<file path="config.mk">
export PLATFORM = sky130hd
export DESIGN_NAME = fast_corner_score
export DESIGN_NICKNAME = d
export VERILOG_FILES = /design/src/rtl/fast_corner_score.sv
export SDC_FILE = /design/constraint.sdc
export NUM_CORES = 2
export LEC_CHECK = 0
export BUFFER_PORTS_ARGS = -buffer_cell sky130_fd_sc_hd__buf_2
export CELL_PAD_IN_SITES_DETAIL_PLACEMENT = 1
export CELL_PAD_IN_SITES_GLOBAL_PLACEMENT = 2
export CORE_MARGIN = 1.5
export CORE_UTILIZATION = 45
export CTS_BUF_LIST = sky130_fd_sc_hd__clkbuf_2 sky130_fd_sc_hd__clkbuf_4 sky130_fd_sc_hd__clkbuf_8
export DETAILED_ROUTE_END_ITERATION = 10
export GPL_ROUTABILITY_DRIVEN = 0
export PLACE_DENSITY = 0.95
export RECOVER_POWER = 100
export SETUP_SLACK_MARGIN = 0.05
export SYNTH_ARGS = -nofsm -noshare
export SYNTH_HDL_FRONTEND = slang
export SYNTH_SLANG_ARGS = --single-unit
</file>
<file path="constraint.sdc">
create_clock -name clk -period 57.6 [get_ports clk]
set_clock_uncertainty 0.05 [all_clocks]
set_input_delay 5.76 -clock clk [delete_from_list [all_inputs] [get_ports clk]]
set_output_delay 5.76 -clock clk [all_outputs]
set_load 0.02 [all_outputs]
</file>
<file path="src/rtl/fast_corner_score.sv">
// FAST-9 segment test and SAD corner score for both centres (p33, p43) of an
// 8x7 patch, three-stage pipeline, plus per-frame keypoint counting.
module fast_corner_score #(
    parameter int unsigned COL_NUM      = 640,
    parameter int unsigned ROW_NUM      = 480,
    parameter int unsigned PIXEL_WIDTH  = 8,
    parameter int unsigned KP_CNT_WIDTH = 16,
    localparam int unsigned XW = $clog2(COL_NUM),
    localparam int unsigned YW = $clog2(ROW_NUM),
    localparam int unsigned SW = PIXEL_WIDTH + 4
) (
    input  logic                    clk,
    input  logic                    rst,
    input  logic [PIXEL_WIDTH-1:0]  thresh,
    input  logic [PIXEL_WIDTH-1:0]  p00, p01, p02, p03, p04, p05, p06,
    input  logic [PIXEL_WIDTH-1:0]  p10, p11, p12, p13, p14, p15, p16,
    input  logic [PIXEL_WIDTH-1:0]  p20, p21, p22, p23, p24, p25, p26,
    input  logic [PIXEL_WIDTH-1:0]  p30, p31, p32, p33, p34, p35, p36,
    input  logic [PIXEL_WIDTH-1:0]  p40, p41, p42, p43, p44, p45, p46,
    input  logic [PIXEL_WIDTH-1:0]  p50, p51, p52, p53, p54, p55, p56,
    input  logic [PIXEL_WIDTH-1:0]  p60, p61, p62, p63, p64, p65, p66,
    input  logic [PIXEL_WIDTH-1:0]  p70, p71, p72, p73, p74, p75, p76,
    input  logic [XW-1:0]           x_coord,
    input  logic [YW-1:0]           y_coord,
    input  logic                    score_eol,
    input  logic                    patch8x7_valid,
    output logic [SW-1:0]           score0,
    output logic [SW-1:0]           score1,
    output logic                    corner0,
    output logic                    corner1,
    output logic [XW-1:0]           out_x,
    output logic [YW-1:0]           out_y,
    output logic                    out_eol,
    output logic                    out_vld,
    output logic                    frame_done,
    output logic [KP_CNT_WIDTH-1:0] kp_frame_count
);

    localparam int unsigned PW  = PIXEL_WIDTH;
    localparam int unsigned DW  = PW + 1;
    localparam int unsigned HW  = PW + 3;
    localparam int unsigned KW  = KP_CNT_WIDTH;
    localparam int unsigned KW1 = KW + 1;
    localparam int DR [16] = '{-3, -3, -2, -1, 0, 1, 2, 3, 3, 3, 2, 1, 0, -1, -2, -3};
    localparam int DC [16] = '{0, 1, 2, 3, 3, 3, 2, 1, 0, -1, -2, -3, -3, -3, -2, -1};
    localparam logic [XW-1:0] X_LO  = XW'(3);
    localparam logic [XW-1:0] X_HI  = XW'(COL_NUM - 4);
    localparam logic [YW-1:0] Y_LO  = YW'(3);
    localparam logic [YW-1:0] Y_HI  = YW'(ROW_NUM - 4);
    localparam logic [YW-1:0] Y_END = YW'(ROW_NUM - 2);

    // 9 circularly contiguous set flags, wrap included via a doubled vector
    function automatic logic seg9(input logic [15:0] f);
        logic [31:0] ff;
        logic [31:0] sh;
        logic        hit;
        ff  = {f, f};
        hit = 1'b0;
        for (int s = 0; s < 16; s++) begin
            sh  = ff >> s;
            hit = hit | (&sh[8:0]);
        end
        return hit;
    endfunction

    function automatic logic [HW-1:0] sum8(input logic [8*PW-1:0] v);
        logic [HW-1:0] acc;
        acc = '0;
        for (int k = 0; k < 8; k++) acc = acc + HW'(v[k*PW +: PW]);
        return acc;
    endfunction

    logic [56*PW-1:0] pix;
    assign pix = {p76, p75, p74, p73, p72, p71, p70,
                  p66, p65, p64, p63, p62, p61, p60,
                  p56, p55, p54, p53, p52, p51, p50,
                  p46, p45, p44, p43, p42, p41, p40,
                  p36, p35, p34, p33, p32, p31, p30,
                  p26, p25, p24, p23, p22, p21, p20,
                  p16, p15, p14, p13, p12, p11, p10,
                  p06, p05, p04, p03, p02, p01, p00};

    // Threshold is live between frames and frozen from the first beat on
    logic          frame_active;
    logic [PW-1:0] thresh_r;
    logic [PW-1:0] t_c;
    logic [DW-1:0] t_ext;
    assign t_c   = frame_active ? thresh_r : thresh;
    assign t_ext = {1'b0, t_c};

    always_ff @(posedge clk or posedge rst) begin
        if (rst) begin
            frame_active <= 1'b0;
            thresh_r     <= '0;
        end else begin
            if (!frame_active) thresh_r <= thresh;
            if (patch8x7_valid && score_eol && (y_coord >= Y_END)) frame_active <= 1'b0;
            else if (patch8x7_valid) frame_active <= 1'b1;
        end
    end

    logic          s1_vld, s2_vld, s1_eol, s2_eol;
    logic [XW-1:0] s1_x, s2_x;
    logic [YW-1:0] s1_y, s2_y;

    always_ff @(posedge clk or posedge rst) begin
        if (rst) begin
            s1_vld  <= 1'b0;
            s2_vld  <= 1'b0;
            out_vld <= 1'b0;
            s1_eol  <= 1'b0;
            s2_eol  <= 1'b0;
            out_eol <= 1'b0;
            s1_x    <= '0;
            s2_x    <= '0;
            out_x   <= '0;
            s1_y    <= '0;
            s2_y    <= '0;
            out_y   <= '0;
        end else begin
            s1_vld  <= patch8x7_valid;
            s2_vld  <= s1_vld;
            out_vld <= s2_vld;
            if (patch8x7_valid) begin
                s1_eol <= score_eol;
                s1_x   <= x_coord;
                s1_y   <= y_coord;
            end
            if (s1_vld) begin
                s2_eol <= s1_eol;
                s2_x   <= s1_x;
                s2_y   <= s1_y;
            end
            if (s2_vld) begin
                out_eol <= s2_eol;
                out_x   <= s2_x;
                out_y   <= s2_y;
            end
        end
    end

    for (genvar w = 0; w < 2; w++) begin : g_win
        logic [DW-1:0]    cen;
        logic [15:0]      br, dk, s1_br, s1_dk;
        logic [16*PW-1:0] bd, dd, s1_bd, s1_dd;
        logic [HW-1:0]    bd_lo, bd_hi, dd_lo, dd_hi;
        logic             s2_corner, corner_c, inside_c, corner_q;
        logic [SW-1:0]    sum_bd_c, sum_dd_c, score_c, score_q;
        logic [YW-1:0]    yc;

        assign cen = {1'b0, pix[((3 + w) * 7 + 3) * PW +: PW]};

        for (genvar i = 0; i < 16; i++) begin : g_pt
            localparam int POS = (3 + w + DR[i]) * 7 + 3 + DC[i];
            logic [DW-1:0] cir, cen_t, cir_t;
            assign cir   = {1'b0, pix[POS * PW +: PW]};
            assign cen_t = cen + t_ext;
            assign cir_t = cir + t_ext;
            assign br[i] = cir > cen_t;
            assign dk[i] = cir_t < cen;
            assign bd[i*PW +: PW] = br[i] ? PW'(cir - cen_t) : '0;
            assign dd[i*PW +: PW] = dk[i] ? PW'(cen - cir_t) : '0;
        end

        assign corner_c = seg9(s1_br) | seg9(s1_dk);
        assign yc       = s2_y + YW'(w);
        assign inside_c = (s2_x >= X_LO) && (s2_x <= X_HI) && (yc >= Y_LO) && (yc <= Y_HI);
        assign sum_bd_c = SW'(bd_lo) + SW'(bd_hi);
        assign sum_dd_c = SW'(dd_lo) + SW'(dd_hi);
        assign score_c  = (s2_corner && inside_c) ?
                          ((sum_bd_c >= sum_dd_c) ? sum_bd_c : sum_dd_c) : '0;

        always_ff @(posedge clk or posedge rst) begin
            if (rst) begin
                s1_br     <= '0;
                s1_dk     <= '0;
                s1_bd     <= '0;
                s1_dd     <= '0;
                s2_corner <= 1'b0;
                bd_lo     <= '0;
                bd_hi     <= '0;
                dd_lo     <= '0;
                dd_hi     <= '0;
                score_q   <= '0;
                corner_q  <= 1'b0;
            end else begin
                if (patch8x7_valid) begin
                    s1_br <= br;
                    s1_dk <= dk;
                    s1_bd <= bd;
                    s1_dd <= dd;
                end
                if (s1_vld) begin
                    s2_corner <= corner_c;
                    bd_lo     <= sum8(s1_bd[8*PW-1:0]);
                    bd_hi     <= sum8(s1_bd[16*PW-1:8*PW]);
                    dd_lo     <= sum8(s1_dd[8*PW-1:0]);
                    dd_hi     <= sum8(s1_dd[16*PW-1:8*PW]);
                end
                if (s2_vld) begin
                    score_q  <= score_c;
                    corner_q <= s2_corner && inside_c;
                end
            end
        end
    end

    assign score0  = g_win[0].score_q;
    assign score1  = g_win[1].score_q;
    assign corner0 = g_win[0].corner_q;
    assign corner1 = g_win[1].corner_q;

    // Saturating keypoint count, handed off when the frame's last beat leaves
    logic [KW-1:0] kp_cnt;
    logic [1:0]    inc_c;
    logic [KW:0]   kp_sum_c;
    logic [KW-1:0] kp_next_c;
    logic          frame_end_c;
    assign inc_c       = {1'b0, corner0} + {1'b0, corner1};
    assign kp_sum_c    = {1'b0, kp_cnt} + KW1'(inc_c);
    assign kp_next_c   = kp_sum_c[KW] ? '1 : kp_sum_c[KW-1:0];
    assign frame_end_c = out_vld && out_eol && (out_y >= Y_END);

    always_ff @(posedge clk or posedge rst) begin
        if (rst) begin
            kp_cnt         <= '0;
            kp_frame_count <= '0;
            frame_done     <= 1'b0;
        end else begin
            frame_done <= frame_end_c;
            if (frame_end_c) begin
                kp_frame_count <= kp_next_c;
                kp_cnt         <= '0;
            end else if (out_vld) begin
                kp_cnt <= kp_next_c;
            end
        end
    end

endmodule

</file>
==> results.yml <==
timing:
  final_hold_viol_count: 0
  setup_violations: 0
  final.setup.tns_ns: 0
  fin_crit_ns: 20.01
  worst_slack_ns: 37.59
  slew_headroom: -5.00
  fmax_mhz: 50.0
  timing.final.crit_share: 0.347
  tightest_slew_ns: 9.00
  rsz0062_at_grt: "false"
  final_max_slew_viol_count: 1752
global_route:
  grt_pass1_vias: 67601
  grt_pass1_wl_um: 424000
  globalRouteTotalUtil: 0.335
  grt_max_degree: 163
  grt_overflow_total: 0
  antenna_found_initial: 34
logic_synthesis:
  async_flop_share: 1.00
  synth_common_cells: "1156 x ha_1, 985 x inv_1, 797 x dfrtp_1"
  syn_inst: 7591
  synth_area_leaders: "dfrtp_1 26%, ha_1 19%, fa_1 12%"
  yosysTopAreaCellShare: 0.264
  synth_warnings: 0
  synthesis.area_sq_um: 75500
  synth_edf_count: 0
  ys_ff_latch: 797
  synth_flop_cell: "dfrtp_1"
  synth_fp_nets: 9687
  yosysMostFrequentCell: "ha_1"
  ys_seq_area_frac: 0.264
  yosysTopAreaCell: "dfrtp_1"
  syn_area_per_cell_sq_um: 9.94
  ys_types: 86
critical_path:
  required_ns: 57.89
  crit_buf_inv: 5
  worst_setup_path_end_kind: "asynchronous set/reset pin"
  path_common_cell: "clkbuf_1"
  slowest_stage: "clkbuf_1"
  slowest_delay_ns: 6.26
  crit_fanout: 162
  cp.arrival_ns: 20.31
  worst_setup_path_start_kind: "input pin"
  cp_top_family: "buffers and inverters"
  criticalPathCategory: "in -> async"
  crit_chain: "buf_2, clkinvlp_2, clkbuf_1, clkbuf_1, clkbuf_1"
cts:
  cts_resized: 0
  numCtsBuffers: 156
  clkTransAtPathRegs_ns: 0.05
  cts_buffer_depth: 3
  post_cts_buffers: 0
  cts_tree: "yes"
  htreeDepth: 4
  cts.sinks: 797
  clock_latency_ns: 0.96
  clock-root-buffer: "clkbuf_8"
  hold_buffers: 0
layout:
  seq_area_sq_um: 19900
  fin_nets: 10143
  fill_cells: 18825
  area_growth_pct: 10.0
  finalNonFillerCells: 10376
  drive_gt1_frac: 0.0979
  multiInputGateArea_sq_um: 51200
die:
  core_sq_um: 167000
  ios: 543
  die-area_sq_um: 170000
  die_width_um: 413
  std_cell_rows: 150
  initial_core_util: 0.452
  fp.dieH_um: 413
outcome:
  status: "finished, violations left"
  violations: "max-capacitance violations, max-slew violations"
placement:
  portBuffers: 334
  dp_hpwl_um: 220000
  place_ws_ns: 46.29
  placed_cells: 10093
detailed_routing:
  vias: 62930
  routedWlPerCell_um: 27.7
  drcViolationCount: 0
  first_pass_iters: 6
  via_per_inst: 6.06
  ant_nets: 0
  routed_wl_um: 287000
  drtIter0Drc: 4684
min_path:
  min_path_type: "reg -> reg"
run:
  maxCapViolCount: 34
## per-layer routing
metal | share of wire | vias up | track usage
met2 | 0.46 | 2381 | 0.541
li1 | - | 27479 | -
met1 | 0.40 | 32198 | 0.415
met5 | 0.00046 | - | 0
met3 | 0.079 | 852 | 0.0709
met4 | 0.064 | 20 | 0.188
## layout make-up
type / instances / area share
Clock buffer: 231 / 0.0354
Sequential cell: 797 / 0.240
Timing Repair Buffer: 421 / 0.0257
Clock inverter: 38 / 0.00450
Multi-Input combinational cell: 5685 / 0.616
Inverter: 986 / 0.0446
Antenna cell: 14 / 0.000422
Tap cell: 2204 / 0.0332
## cell families after synthesis
logic type      count (synthesis)  share of synthesized area
buf+inv                      1109                     0.0558
flops                         797                      0.264
mux                           152                     0.0222
fa+ha+maj                    1618                      0.314
compound gates               2081                      0.186
simple gates                 1197                     0.0840
xor+xnor                      637                     0.0739
## sequential cells by signal (all words and copies together), names as in the netlist, 12 cells and up
signal,count
g_win.bd_hi,22
g_win.bd_lo,22
g_win.dd_hi,22
g_win.dd_lo,22
g_win.s1_bd,256
g_win.s1_br,32
g_win.s1_dd,256
g_win.s1_dk,32
kp_cnt,16
kp_frame_count,16
score0,12
score1,12
## layout by cell type (no fill, tap or decap), types with 196 or more instances in the layout
cell type	n
buf_2	269
nor2b_1	201
dfrtp_1	797
nand2_1	199
inv_1	980
ha_1	1156
nor2_1	196
o2bb2ai_1	305
xor2_1	233
o21ai_0	450
fa_1	459
a21oi_1	451
xnor2_1	392
## path summary, 6_finish.rpt
check,to,startpoint,slack [ns],cells past startpoint
setup reg to reg,g_win[0].s1_bd[19],frame_active,46.99,11
hold reg to reg,s2_y[0],s1_y[0],0.43,2
hold / removal,s2_y[0],s1_y[0],0.43,2
min in group asynchronous,g_win[0].bd_lo[1],rst,6.57,2
setup / recovery,g_win[1].s1_bd[16],rst,37.59,5
max in group clk,g_win[0].s1_bd[19],patch8x7_valid,38.45,7
## per-stage QoR
| step | hold WS [ns] | util | instance area (sq um) |
|---|---|---|---|
| 2_1_floorplan | 0.302 | - | 75500 |
| 3_3_place_gp | 0.410 | 0.481 | 80200 |
| 3_5_place_dp | 0.422 | 0.481 | 80200 |
| 4_1_cts | 0.437 | 0.501 | 83600 |
| 5_1_grt | 0.455 | 0.498 | 83000 |
| 6_report | 0.435 | 0.498 | 83100 |
## worst register-to-register path: cells and delay by family, from the launching register on
kind / cells / cell delay [ns]
flip-flops: 1 / 0.56
buffers and inverters: 2 / 3.47
AO/OA/AOI/OAI: 7 / 5.03
multiplexers: 1 / 0.63
adder cells (fa/ha/maj): 1 / 0.69
Power is not shown: default switching activity piles up to over one toggle a cycle in this logic, so the estimate is an artifact.
